===== src/rtl/vga_timing_gen.sv =====
// vga_timing_gen: free-running VGA raster timing generator (640x480@60 by default).
// Counters and all qualifiers are registered; qualifiers are decoded from the
// next-state counter values so they line up exactly with the coordinates.
module vga_timing_gen #(
    parameter int unsigned H_ACTIVE = 640,
    parameter int unsigned H_FP     = 16,
    parameter int unsigned H_SYNC   = 96,
    parameter int unsigned H_BP     = 48,
    parameter int unsigned V_ACTIVE = 480,
    parameter int unsigned V_FP     = 10,
    parameter int unsigned V_SYNC   = 2,
    parameter int unsigned V_BP     = 33
) (
    input  logic       Pclk,
    input  logic       rst_n,
    output logic [9:0] xx,
    output logic [9:0] yy,
    output logic       aactive,
    output logic       hsync,
    output logic       vsync,
    output logic       line_start,
    output logic       frame_start,
    output logic [7:0] frame_cnt
);

    localparam int unsigned H_TOTAL = H_ACTIVE + H_FP + H_SYNC + H_BP;
    localparam int unsigned V_TOTAL = V_ACTIVE + V_FP + V_SYNC + V_BP;

    // 11-bit constants so a total of exactly 1024 still compares correctly
    localparam logic [10:0] C_H_LAST = 11'(H_TOTAL - 1);
    localparam logic [10:0] C_V_LAST = 11'(V_TOTAL - 1);
    localparam logic [10:0] C_H_ACT  = 11'(H_ACTIVE);
    localparam logic [10:0] C_V_ACT  = 11'(V_ACTIVE);
    localparam logic [10:0] C_HS_BEG = 11'(H_ACTIVE + H_FP);
    localparam logic [10:0] C_HS_END = 11'(H_ACTIVE + H_FP + H_SYNC - 1);
    localparam logic [10:0] C_VS_BEG = 11'(V_ACTIVE + V_FP);
    localparam logic [10:0] C_VS_END = 11'(V_ACTIVE + V_FP + V_SYNC - 1);

    if (H_TOTAL > 1024 || V_TOTAL > 1024) begin : g_bad_totals
        $error("vga_timing_gen: H_TOTAL and V_TOTAL must not exceed 1024");
    end

    logic [9:0] r_xx;
    logic [9:0] r_yy;
    logic       r_aactive;
    logic       r_hsync;
    logic       r_vsync;
    logic       r_line_start;
    logic       r_frame_start;
    logic [7:0] r_frame_cnt;

    logic       w_x_wrap;
    logic       w_y_wrap;
    logic [9:0] w_x_next;
    logic [9:0] w_y_next;
    logic       w_aactive;
    logic       w_hsync;
    logic       w_vsync;
    logic       w_line_start;
    logic       w_frame_start;

    // Next raster position and the qualifiers that describe it
    always_comb begin
        w_x_wrap = ({1'b0, r_xx} == C_H_LAST);
        w_y_wrap = ({1'b0, r_yy} == C_V_LAST);
        w_x_next = w_x_wrap ? '0 : r_xx + 10'd1;
        w_y_next = r_yy;
        if (w_x_wrap) begin
            w_y_next = w_y_wrap ? '0 : r_yy + 10'd1;
        end
        w_aactive     = ({1'b0, w_x_next} < C_H_ACT) && ({1'b0, w_y_next} < C_V_ACT);
        w_hsync       = !(({1'b0, w_x_next} >= C_HS_BEG) && ({1'b0, w_x_next} <= C_HS_END));
        w_vsync       = !(({1'b0, w_y_next} >= C_VS_BEG) && ({1'b0, w_y_next} <= C_VS_END));
        w_line_start  = (w_x_next == '0);
        w_frame_start = w_line_start && (w_y_next == '0);
    end

    // Raster registers; reset parks on the last pixel so the first edge opens frame 0
    always_ff @(posedge Pclk or negedge rst_n) begin
        if (!rst_n) begin
            r_xx          <= C_H_LAST[9:0];
            r_yy          <= C_V_LAST[9:0];
            r_aactive     <= 1'b0;
            r_hsync       <= 1'b1;
            r_vsync       <= 1'b1;
            r_line_start  <= 1'b0;
            r_frame_start <= 1'b0;
            r_frame_cnt   <= '0;
        end else begin
            r_xx          <= w_x_next;
            r_yy          <= w_y_next;
            r_aactive     <= w_aactive;
            r_hsync       <= w_hsync;
            r_vsync       <= w_vsync;
            r_line_start  <= w_line_start;
            r_frame_start <= w_frame_start;
            if (w_frame_start) begin
                r_frame_cnt <= r_frame_cnt + 8'd1;
            end
        end
    end

    assign xx          = r_xx;
    assign yy          = r_yy;
    assign aactive     = r_aactive;
    assign hsync       = r_hsync;
    assign vsync       = r_vsync;
    assign line_start  = r_line_start;
    assign frame_start = r_frame_start;
    assign frame_cnt   = r_frame_cnt;

endmodule


===== config.mk =====
export PLATFORM = sky130hd
export DESIGN_NAME = vga_timing_gen
export DESIGN_NICKNAME = d
export VERILOG_FILES = /design/src/rtl/vga_timing_gen.sv
export SDC_FILE = /design/constraint.sdc
export NUM_CORES = 1
export LEC_CHECK = 0
export CELL_PAD_IN_SITES_DETAIL_PLACEMENT = 2
export CELL_PAD_IN_SITES_GLOBAL_PLACEMENT = 2
export CORE_UTILIZATION = 30
export CTS_CLUSTER_SIZE = 30
export DETAILED_ROUTE_END_ITERATION = 7
export PLACE_DENSITY_LB_ADDON = 0.08
export SLEW_MARGIN = 10
export SYNTH_ARGS = -nofsm -noshare
export SYNTH_HDL_FRONTEND = slang
export SYNTH_SLANG_ARGS = --single-unit
export TNS_END_PERCENT = 1

===== constraint.sdc =====
create_clock -name Pclk -period 3.31 [get_ports Pclk]
set_input_delay 0.4965 -clock Pclk [delete_from_list [all_inputs] [get_ports Pclk]]
set_output_delay 0.4965 -clock Pclk [all_outputs]
set_load 0.03 [all_outputs]

==> metrics.txt, run 1 <==
clock root buffer=clkbuf_8; Mapped Nets=210; Die H=83.9 um; Longest Clk Path Bufs=2; final slew viol count=0; Setup crit start=xx[0]$_DFF_PN1_; final WL=5960 um; Seq/Total Area, Yosys=41.7%; WP data arrival=3.29 ns; hold_buf cts=0; fin util=39.7%; EDFF count, synth=0; vias in the first global route=1871; Die Area=7050 um^2; Rows=29; largest net degree at the start of global routing=34; minimum clock period=3.11 ns; DR vias/cell=5.29; Layout Area Growth over Synthesis=26.6%; CTS Sinks=33; sequential share of power=49.6%; Fmax=322 MHz; Critical Path Fanout Max=7; Ports=35; Mapped Cells=203; CTS tree=yes; worst slew pin tran=0.492 ns; CP endpoint kind=register; Rel. slew slack=67.0%; Unique masters post-synth=54; initial antenna violation count=0; DP Cell Count=311; Worst R2R End=frame_cnt[1]$_DFFE_PN0P_; CTS H-tree depth=2; Internal Power=0.651 mW; Clock transition at path regs=0.07 ns; Comb pwr share=1.2%; RSZ-0062 raised after global routing=no; area of the multi-input gates=1070 um^2; WS Path Type=reg -> reg; final setup fails=0; required time worst endpoint=3.49 ns; dpl ws=0.148 ns; Final Skew=0.00522 ns; final antenna-violating net count=0; status=finished with violations; Post-Syn Area=2010 um^2; Finished Cell Area=2550 um^2; Non-Filler Instances=319; Syn Area/Cell=9.92 um^2; Most used DFF post-synth=dfrtp_1; Floorplan Core Area=6420 um^2; Final Hold Vio Count=0; Yosys reg bits=33; worst setup margin=0.202 ns; Tcrit/Tclk final=93.9%; Die Wd=83.9 um; failing checks=DRC; R2R setup slack=0.20 ns; total power=0.814 mW; cells on worst reg2reg path=8; CTS buffer count=5; IO buf count=34; max-cap viol count=0; CP Launch Type=register; fraction of registers with async set/reset=100%; Critical Path End=frame_cnt[1]$_DFFE_PN0P_; Initial Util=31.4%; Clk network pwr share=49.2%; switching power=0.163 mW; Vias=1689; Hold Slack=0.484 ns; DRT iter0 DRCs=62; sw frac=20.1%; DRC violations left=3; R2R Path Start=xx[0]$_DFF_PN1_; worst hold path class=reg -> reg; # resized after CTS=0; Reg area=841 um^2; number of diodes=0; layout cells sized above 1=16.9%; fill cell count=704; Post-DP Area=2430 um^2; final setup TNS=0 ns; Syn. warnings=0; global-route wire length before repair=10200 um; postcts setup bufs=0; WL per Instance=18.7 um; Max VDD drop=175 uV; pwr dens=319 nW/um^2; GP Congestion=0.819; nets=248; drt pass-1 iters=6; gr ovfl total=0; post-DP HPWL=4460 um; GRT Util Overall=18.8%; Worst-Skew Late Latency=0.29 ns; leakage=0.985 nW
## how the worst min path moves through the flow
| stage | startpoint | endpoint | cells past startpoint |
|---|---|---|---|
| after floorplan | rst_n | aactive$_DFF_PN0_ | 0 |
| after global placement | frame_cnt[7]$_DFFE_PN0P_ | frame_cnt[7]$_DFFE_PN0P_ | 1 |
| after detailed placement | frame_cnt[7]$_DFFE_PN0P_ | frame_cnt[7]$_DFFE_PN0P_ | 1 |
| after CTS | frame_cnt[7]$_DFFE_PN0P_ | frame_cnt[7]$_DFFE_PN0P_ | 1 |
| after global routing | frame_cnt[7]$_DFFE_PN0P_ | frame_cnt[7]$_DFFE_PN0P_ | 1 |
| final | frame_cnt[7]$_DFFE_PN0P_ | frame_cnt[7]$_DFFE_PN0P_ | 1 |
## Yosys cell counts (all sizes together) (2+ instances only)
library cell  count  area share, %
and3              4            1.2
inv              12            2.2
buf               7            2.6
a22oi             2           0.75
nor4b             2            1.6
nand3            17            4.8
o21ai             9            2.2
nand4b            2           0.87
o31ai             4            2.4
xnor2            14            6.1
nor4              5            3.0
ha                5            3.1
nor3              4           0.99
xor2              4            1.7
nand4             7            2.8
a21o              2           0.75
mux2i             2           0.99
or4               2           0.75
nor2             14            2.7
clkbuf            2           0.43
nand2            21            4.0
mux2              2            1.3
a21oi             3           0.75
dfstp            12             16
a31oi             6            1.9
and4              2           0.87
nor2b             2           0.62
dfrtp            21             26
## area by class of cell
cell class	count	area share (%)
Multi-Input combinational cell	149	41.8
Sequential cell	33	33.0
Timing Repair Buffer	40	15.1
Tap cell	77	3.78
Clock buffer	7	3.38
Inverter	12	1.77
Clock inverter	1	1.18
## cells by family (layout without fill, tap and decap cells)
logic type                 Yosys count  count (layout)  synth area share, %
DFF                                 33              33                 41.7
buffers and inverters               21              60                 5.28
muxes                                4               4                 2.30
xor gates and xnor gates            18              18                 7.83
adders and majority gates            5               5                 3.11
AOI/OAI and AO/OA                   33              33                 12.0
and+or+nand+nor                     89              89                 27.8
## routing by layer
layer  wire length (um)  track usage (%)
met1               2770             24.1
met2               2990             32.4
met3                135             3.36
met4                 63             4.86
met5                  0                0
## placed cells by master, fill, tap and decap left out, drive strengths merged, types with 6 or more instances in the layout
cell type,n
nor2,14
nand3,17
dfstp,12
buf,6
clkbuf,7
xnor2,14
inv,12
nand2,21
clkdlybuf4s50,34
o21ai,9
a31oi,6
nand4,7
dfrtp,21
## power groups by stage
stage	Clock [mW]	Combinational [mW]	Sequential (mW)
CTS	0.418	0.0109	0.404
global route	0.436	0.0116	0.404
global placement	0	0.0104	0.411
detailed placement	0	0.0108	0.411
floorplan	0	0.000000408	0.411
finish	0.401	0.00993	0.404
## state kept, by name, indices dropped and copies added, names as in the netlist
signal and count:
line_start 1, hsync 1, yy 10, frame_cnt 8
vsync 1, aactive 1, xx 10, frame_start 1
## worst max-delay path, stage by stage, from the launching register on
cell	delay [ns]
dfstp_2	0.58
ha_1	0.25
nand4_1	0.21
nor4_1	0.37
xnor2_1	0.30
o2111ai_1	0.30
nor4_4	0.53
nand2_2	0.14
mux2_4	0.31
Power figures use the tool's default switching activity.
==> run 2: changes to the inputs <==
==> constraint.sdc (replaced) <==
create_clock -name Pclk -period 3.4 [get_ports Pclk]
set_input_delay 0.68 -clock Pclk [delete_from_list [all_inputs] [get_ports Pclk]]
set_output_delay 0.68 -clock Pclk [all_outputs]
set_load 0.03 [all_outputs]
==> run 2 against run 1 <==
Compared with the run above:
- the flow still finishes with violations (DRC)
- power fell by 4.2%
- utilization barely moved
- global-route usage fell by 0.88 points
- fmax rose by 1.7%
- sequential cell count did not move
- sequential share of layout area barely moved
- wire length fell by 0.92%
- final cell count did not move
- critical path depth did not move
- non-clock buffer count did not move
- clock-buffer cell count fell by 2
- highest routed layer unchanged
==> metrics.txt, run 2 (synthesized netlist as in run 1, its figures left out) <==
gr ovfl total=0 (unchanged); largest net degree at the start of global routing=34 (unchanged); IO buf count=34 (unchanged); Initial Util=31.4% (unchanged); Vias=1729 (+2.4%); CTS Sinks=33 (unchanged); Fmax=327 MHz (+1.7%); max incr delay on CP=0.59 ns (about the same); # resized after CTS=0 (unchanged); Floorplan Core Area=6420 um^2 (unchanged); vias in the first global route=1925 (+2.9%); Worst Hold Launch=frame_cnt[7]$_DFFE_PN0P_; WS Path Type=reg -> reg; CP Launch Type=register; max-cap viol count=0 (unchanged); commonest non-fill, non-tap cell in the layout=clkdlybuf4s50_1; GP Congestion=0.792 (-3.2%); Buffers & Inverters on Critical Path=0 (unchanged); CP cell instances=ha_1, and4_1, nand3_4, mux2_2, a22oi_1, nor4_4, nand2_2, mux2_4; WL per Instance=18.5 um (-0.92%); minimum clock period=3.06 ns (-0.0517 ns); Die Wd=83.9 um (unchanged); Max VDD drop=193 uV (+11%); DRT iter0 DRCs=69 (+11%); DR vias/cell=5.42 (+2.4%); CP endpoint kind=register; Tcrit/Tclk final=89.9% (-4.0 points); Rows=29 (unchanged); Longest Clk Path Bufs=2 (unchanged); final antenna-violating net count=0 (unchanged); Final Hold Vio Count=0 (unchanged); Worst R2R End=frame_cnt[1]$_DFFE_PN0P_; hold_buf cts=0 (unchanged); Clock transition at path regs=0.08 ns (about the same); CTS buffer count=5 (unchanged); cells on worst reg2reg path=8 (unchanged); global-route wire length before repair=10000 um (-1.8%); worst setup margin=0.343 ns (+0.142 ns); layout cells sized above 1=17.4% (+0.41 points); final setup fails=0 (unchanged); Min-Delay Path Depth=1 (unchanged); Setup crit start=xx[0]$_DFF_PN1_; final WL=5900 um (-0.92%); fill cell count=696 (-1.1%); WP data arrival=3.23 ns (-0.06 ns); number of diodes=0 (unchanged); nets=248 (unchanged); dpl ws=0.354 ns (+0.206 ns); status=finished with violations; Ports=35 (unchanged); final setup TNS=0 ns (unchanged); Die Area=7050 um^2 (unchanged); DRC violations left=3 (unchanged); clock root buffer=clkbuf_8; worst slew pin tran=0.450 ns (-0.0412 ns); initial antenna violation count=0 (unchanged); most frequent cells in the layout=clkdlybuf4s50_1, dfrtp_1, nand2_1; Layout Area Growth over Synthesis=26.6% (about the same); CTS H-tree depth=2 (unchanged); GRT Util Overall=17.9% (-0.88 points); postcts setup bufs=0 (unchanged); R2R Path Start=xx[0]$_DFF_PN1_; Worst path top cell family by delay=simple AND/OR/NAND/NOR gates; CTS tree=yes; RSZ-0062 raised after global routing=no; Worst-Skew Late Latency=0.29 ns (about the same); leakage=0.981 nW (-0.42%); worst hold path class=reg -> reg; Final Skew=0.00523 ns (+0.0000157 ns); final slew viol count=0 (unchanged); pwr dens=306 nW/um^2 (-4.1%); Hold Slack=0.481 ns (-0.00276 ns); post-DP HPWL=4390 um (-1.7%); Critical Path Fanout Max=14 (+7); slowest CP cell=dfstp_2; failing checks=DRC; Die H=83.9 um (unchanged); Crit path depth=8 (unchanged); Rel. slew slack=69.7% (+2.8 points); drt pass-1 iters=6 (unchanged); R2R setup slack=0.34 ns (+0.14 ns); required time worst endpoint=3.58 ns (+0.09 ns); Hold Path Sink=frame_cnt[7]$_DFFE_PN0P_
-- run 2: cell types whose count changed in the layout (fill, tap and decap cells not counted), sizes merged --
| cell | before | now |
|---|---|---|
| clkinvlp | 0 | 1 |
| clkinv | 0 | 1 |
| clkbuf | 7 | 5 |
-- run 2: layout make-up --
cell class                 count  area [um^2]  area share, %
clock buffer                   5         68.8           2.70
clock inverter                 3         46.3           1.82
inverter                      12         45.0           1.77
multi-input combinational    149         1070           41.9
sequential                    33          841           33.0
tap                           77         96.3           3.78
timing repair buffer          40          385           15.1
-- run 2: routing by layer --
| layer | routed length (um) | part of all wire, % | GRT usage (%) | vias up |
|---|---|---|---|---|
| met1 | 2720 | 46 | 23.4 | 896 |
| met4 | 39 | 0.66 | 4.39 | 0 |
| li1 | - | - | - | 804 |
| met2 | 2990 | 51 | 30.5 | 23 |
| met3 | 156 | 2.6 | 3.36 | 6 |
| met5 | 0 | 0 | 0 | - |
-- run 2: per-stage QoR --
step	cell area [um^2]	utilization [%]	cells	power, mW
2_1_floorplan	2010	-	203	0.400
3_3_place_gp	2430	37.9	311	0.411
3_5_place_dp	2430	37.9	311	0.411
4_1_cts	2550	39.7	319	0.794
5_1_grt	2550	39.7	319	0.805
6_report	2550	39.7	319	0.781
-- run 2: worst reg2reg max path: cells and delay by family, from the launching register on --
family	cells	cell delay, ns
simple gates	4	1.38
mux	2	0.60
flops	1	0.59
fa+ha+maj	1	0.26
compound gates	1	0.12
-- run 2: worst max path at each step --
stage	endpoint	slack, ns
6_report	frame_cnt[1]$_DFFE_PN0P_	0.34
5_1_grt	frame_cnt[1]$_DFFE_PN0P_	0.16
4_1_cts	frame_cnt[1]$_DFFE_PN0P_	0.31
3_5_place_dp	frame_cnt[1]$_DFFE_PN0P_	0.35
3_3_place_gp	frame_cnt[1]$_DFFE_PN0P_	0.43
2_1_floorplan	frame_cnt[1]$_DFFE_PN0P_	0.64
-- run 2: report_power, final --
| group | total, mW | switching (mW) | internal (mW) |
|---|---|---|---|
| Sequential | 0.393 | 0 | 0.393 |
| Clock | 0.378 | 0.159 | 0.219 |
| Combinational | 0.00938 | 0.00763 | 0.00175 |
| Total | 0.781 | 0.166 | 0.614 |
==> run 3: changes to the inputs <==
- CORE_MARGIN: default -> 10
- SETUP_SLACK_MARGIN: default -> 0.4
==> run 3 against run 2 <==
Compared with the run above:
- the run now ends clean
- critical path depth up 1
- utilization up 0.43 points
- fmax up 11%
- first-iteration DRC count down 29%
- via count down 0.81%
- die area up 47%
- final cell count unchanged
- design area up 1.1%
- power up 2.3%
- critical endpoint unchanged
- largest power group is now clock
==> metrics.txt, run 3 (synthesized netlist as in run 1, its figures left out) <==
status=finished clean; vias in the first global route=1926 (+0.052%); Longest Clk Path Bufs=2 (unchanged); layout cells sized above 1=18.6% (+1.2 points); max-cap viol count=0 (unchanged); Die H=102 um (+21%); Max VDD drop=135 uV (-30%); minimum clock period=2.76 ns (-0.298 ns); commonest non-fill, non-tap cell in the layout=clkdlybuf4s50_1; DRT iter0 DRCs=49 (-29%); worst slew pin tran=0.440 ns (-0.0106 ns); GR Util met2=23.1% (-7.4 points); nets=248 (unchanged); DRC violations left=0 (-3); IO buf count=34 (unchanged); final setup fails=0 (unchanged); Die Wd=102 um (+21%); Floorplan Core Area=6420 um^2 (unchanged); CP endpoint kind=register; WS Path Type=reg -> reg; dpl ws=0.402 ns (+0.0478 ns); final setup TNS=0 ns (unchanged); final slew viol count=0 (unchanged); pwr dens=310 nW/um^2 (+1.3%); CP Launch Type=register; number of diodes=0 (unchanged); GRT Util Overall=13.1% (-4.8 points); Final Skew=0.0104 ns (+0.00513 ns); Die Area=10400 um^2 (+47%); fin util=40.1% (+0.43 points); Critical Path Fanout Max=7 (-7); largest net degree at the start of global routing=34 (unchanged); CTS buffer count=5 (unchanged); WL per Instance=20.1 um (+8.8%); Worst-Skew Late Latency=0.30 ns (about the same); CTS tree=yes; Reg area=841 um^2 (unchanged); GRT met3 Usage=3.37% (+0.011 points); required time worst endpoint=3.58 ns (about the same); hold_buf cts=0 (unchanged); Min-Delay Path Depth=1 (unchanged); layer with the highest usage=met2; CTS Sinks=33 (unchanged); Final Hold Vio Count=0 (unchanged); Layout Area Growth over Synthesis=28.0%; leakage=1.00 nW (+2.0%); final antenna-violating net count=0 (unchanged); GR Util met1=15.3% (-8.1 points); global-route wire length before repair=10700 um (+6.4%); fill cell count=693 (-0.43%); most frequent cells in the layout=clkdlybuf4s50_1, dfrtp_1, nand2_1; area of the multi-input gates=1090 um^2 (+2.5%); WP data arrival=2.94 ns (-0.29 ns); final WL=6420 um (+8.8%); Rel. slew slack=70.4% (+0.62 points); Ports=35 (unchanged); Tcrit/Tclk final=81.1% (-8.8 points); cells on worst reg2reg path=9 (+1); RSZ-0062 raised after global routing=no; post-DP HPWL=4810 um (+9.7%); initial antenna violation count=0 (unchanged); Clock transition at path regs=0.07 ns (about the same); gr ovfl total=0 (unchanged); Vias=1715 (-0.81%); Rows=29 (unchanged); Initial Util=31.4% (unchanged); worst setup margin=0.641 ns (+0.298 ns); CTS H-tree depth=2 (unchanged); Fmax=362 MHz (+11%); Hold Slack=0.487 ns (+0.00512 ns); DR vias/cell=5.38 (-0.81%); GP Congestion=0.872 (+10%); clock root buffer=clkbuf_8; worst hold path class=reg -> reg; drt pass-1 iters=4 (-2)
[run 3: cell count changes in the layout (fill, tap and decap cells not counted), sizes merged]
cell      before  now
clkinv         1    0
clkinvlp       1    0
clkbuf         5    7
[run 3: worst paths after layout]
kind                                             to  slack [ns]                startpoint
setup / recovery           frame_cnt[1]$_DFFE_PN0P_        0.64           xx[0]$_DFF_PN1_
hold / removal             frame_cnt[7]$_DFFE_PN0P_        0.49  frame_cnt[7]$_DFFE_PN0P_
setup reg to reg           frame_cnt[1]$_DFFE_PN0P_        0.64           xx[0]$_DFF_PN1_
hold reg to reg            frame_cnt[7]$_DFFE_PN0P_        0.49  frame_cnt[7]$_DFFE_PN0P_
max in group asynchronous           yy[9]$_DFF_PN1_        2.27                     rst_n
min in group asynchronous           yy[6]$_DFF_PN0_        0.78                     rst_n
[run 3: layout make-up]
class,instances,area share [%]
multi-input combinational,149,42.4
sequential,33,32.6
timing repair buffer,40,15.0
tap,77,3.74
clock buffer,7,3.35
inverter,12,1.75
clock inverter,1,1.17
[run 3: per-layer routing]
| layer | part of all wire [%] | wire, um |
|---|---|---|
| met1 | 42 | 2720 |
| met2 | 53 | 3380 |
| met3 | 4.0 | 254 |
| met4 | 1.1 | 68 |
| met5 | 0 | 0 |
[run 3: worst max-delay path: stages, from the launching register on]
cell       delay (ns)
dfstp_2          0.58
ha_2             0.24
nand4_1          0.25
nor4_4           0.34
xnor2_1          0.21
o2111ai_1        0.23
nor4_4           0.24
buf_4            0.19
nand2_2          0.08
mux2_4           0.29
[run 3: repair_timing]
action / CTS / global route
pin swaps: 0 / 2
endpoints found under the setup margin: 1 / 10
cloned: 0 / 0
resized for setup: 2 / 4
setup buffers: 0 / 1
[run 3: power by group]
part           leakage (nW)  internal (mW)  switching, mW
Combinational         0.534        0.00175        0.00762
Sequential            0.408          0.393              0
Clock                0.0585          0.239          0.157
[run 3: through the flow]
stage               instances  power, mW  area, um^2
floorplan                 203      0.400        2010
CTS                       318      0.806        2550
global route              319      0.830        2580
detailed placement        310      0.410        2430
global placement          310      0.410        2430
finish                    319      0.799        2580
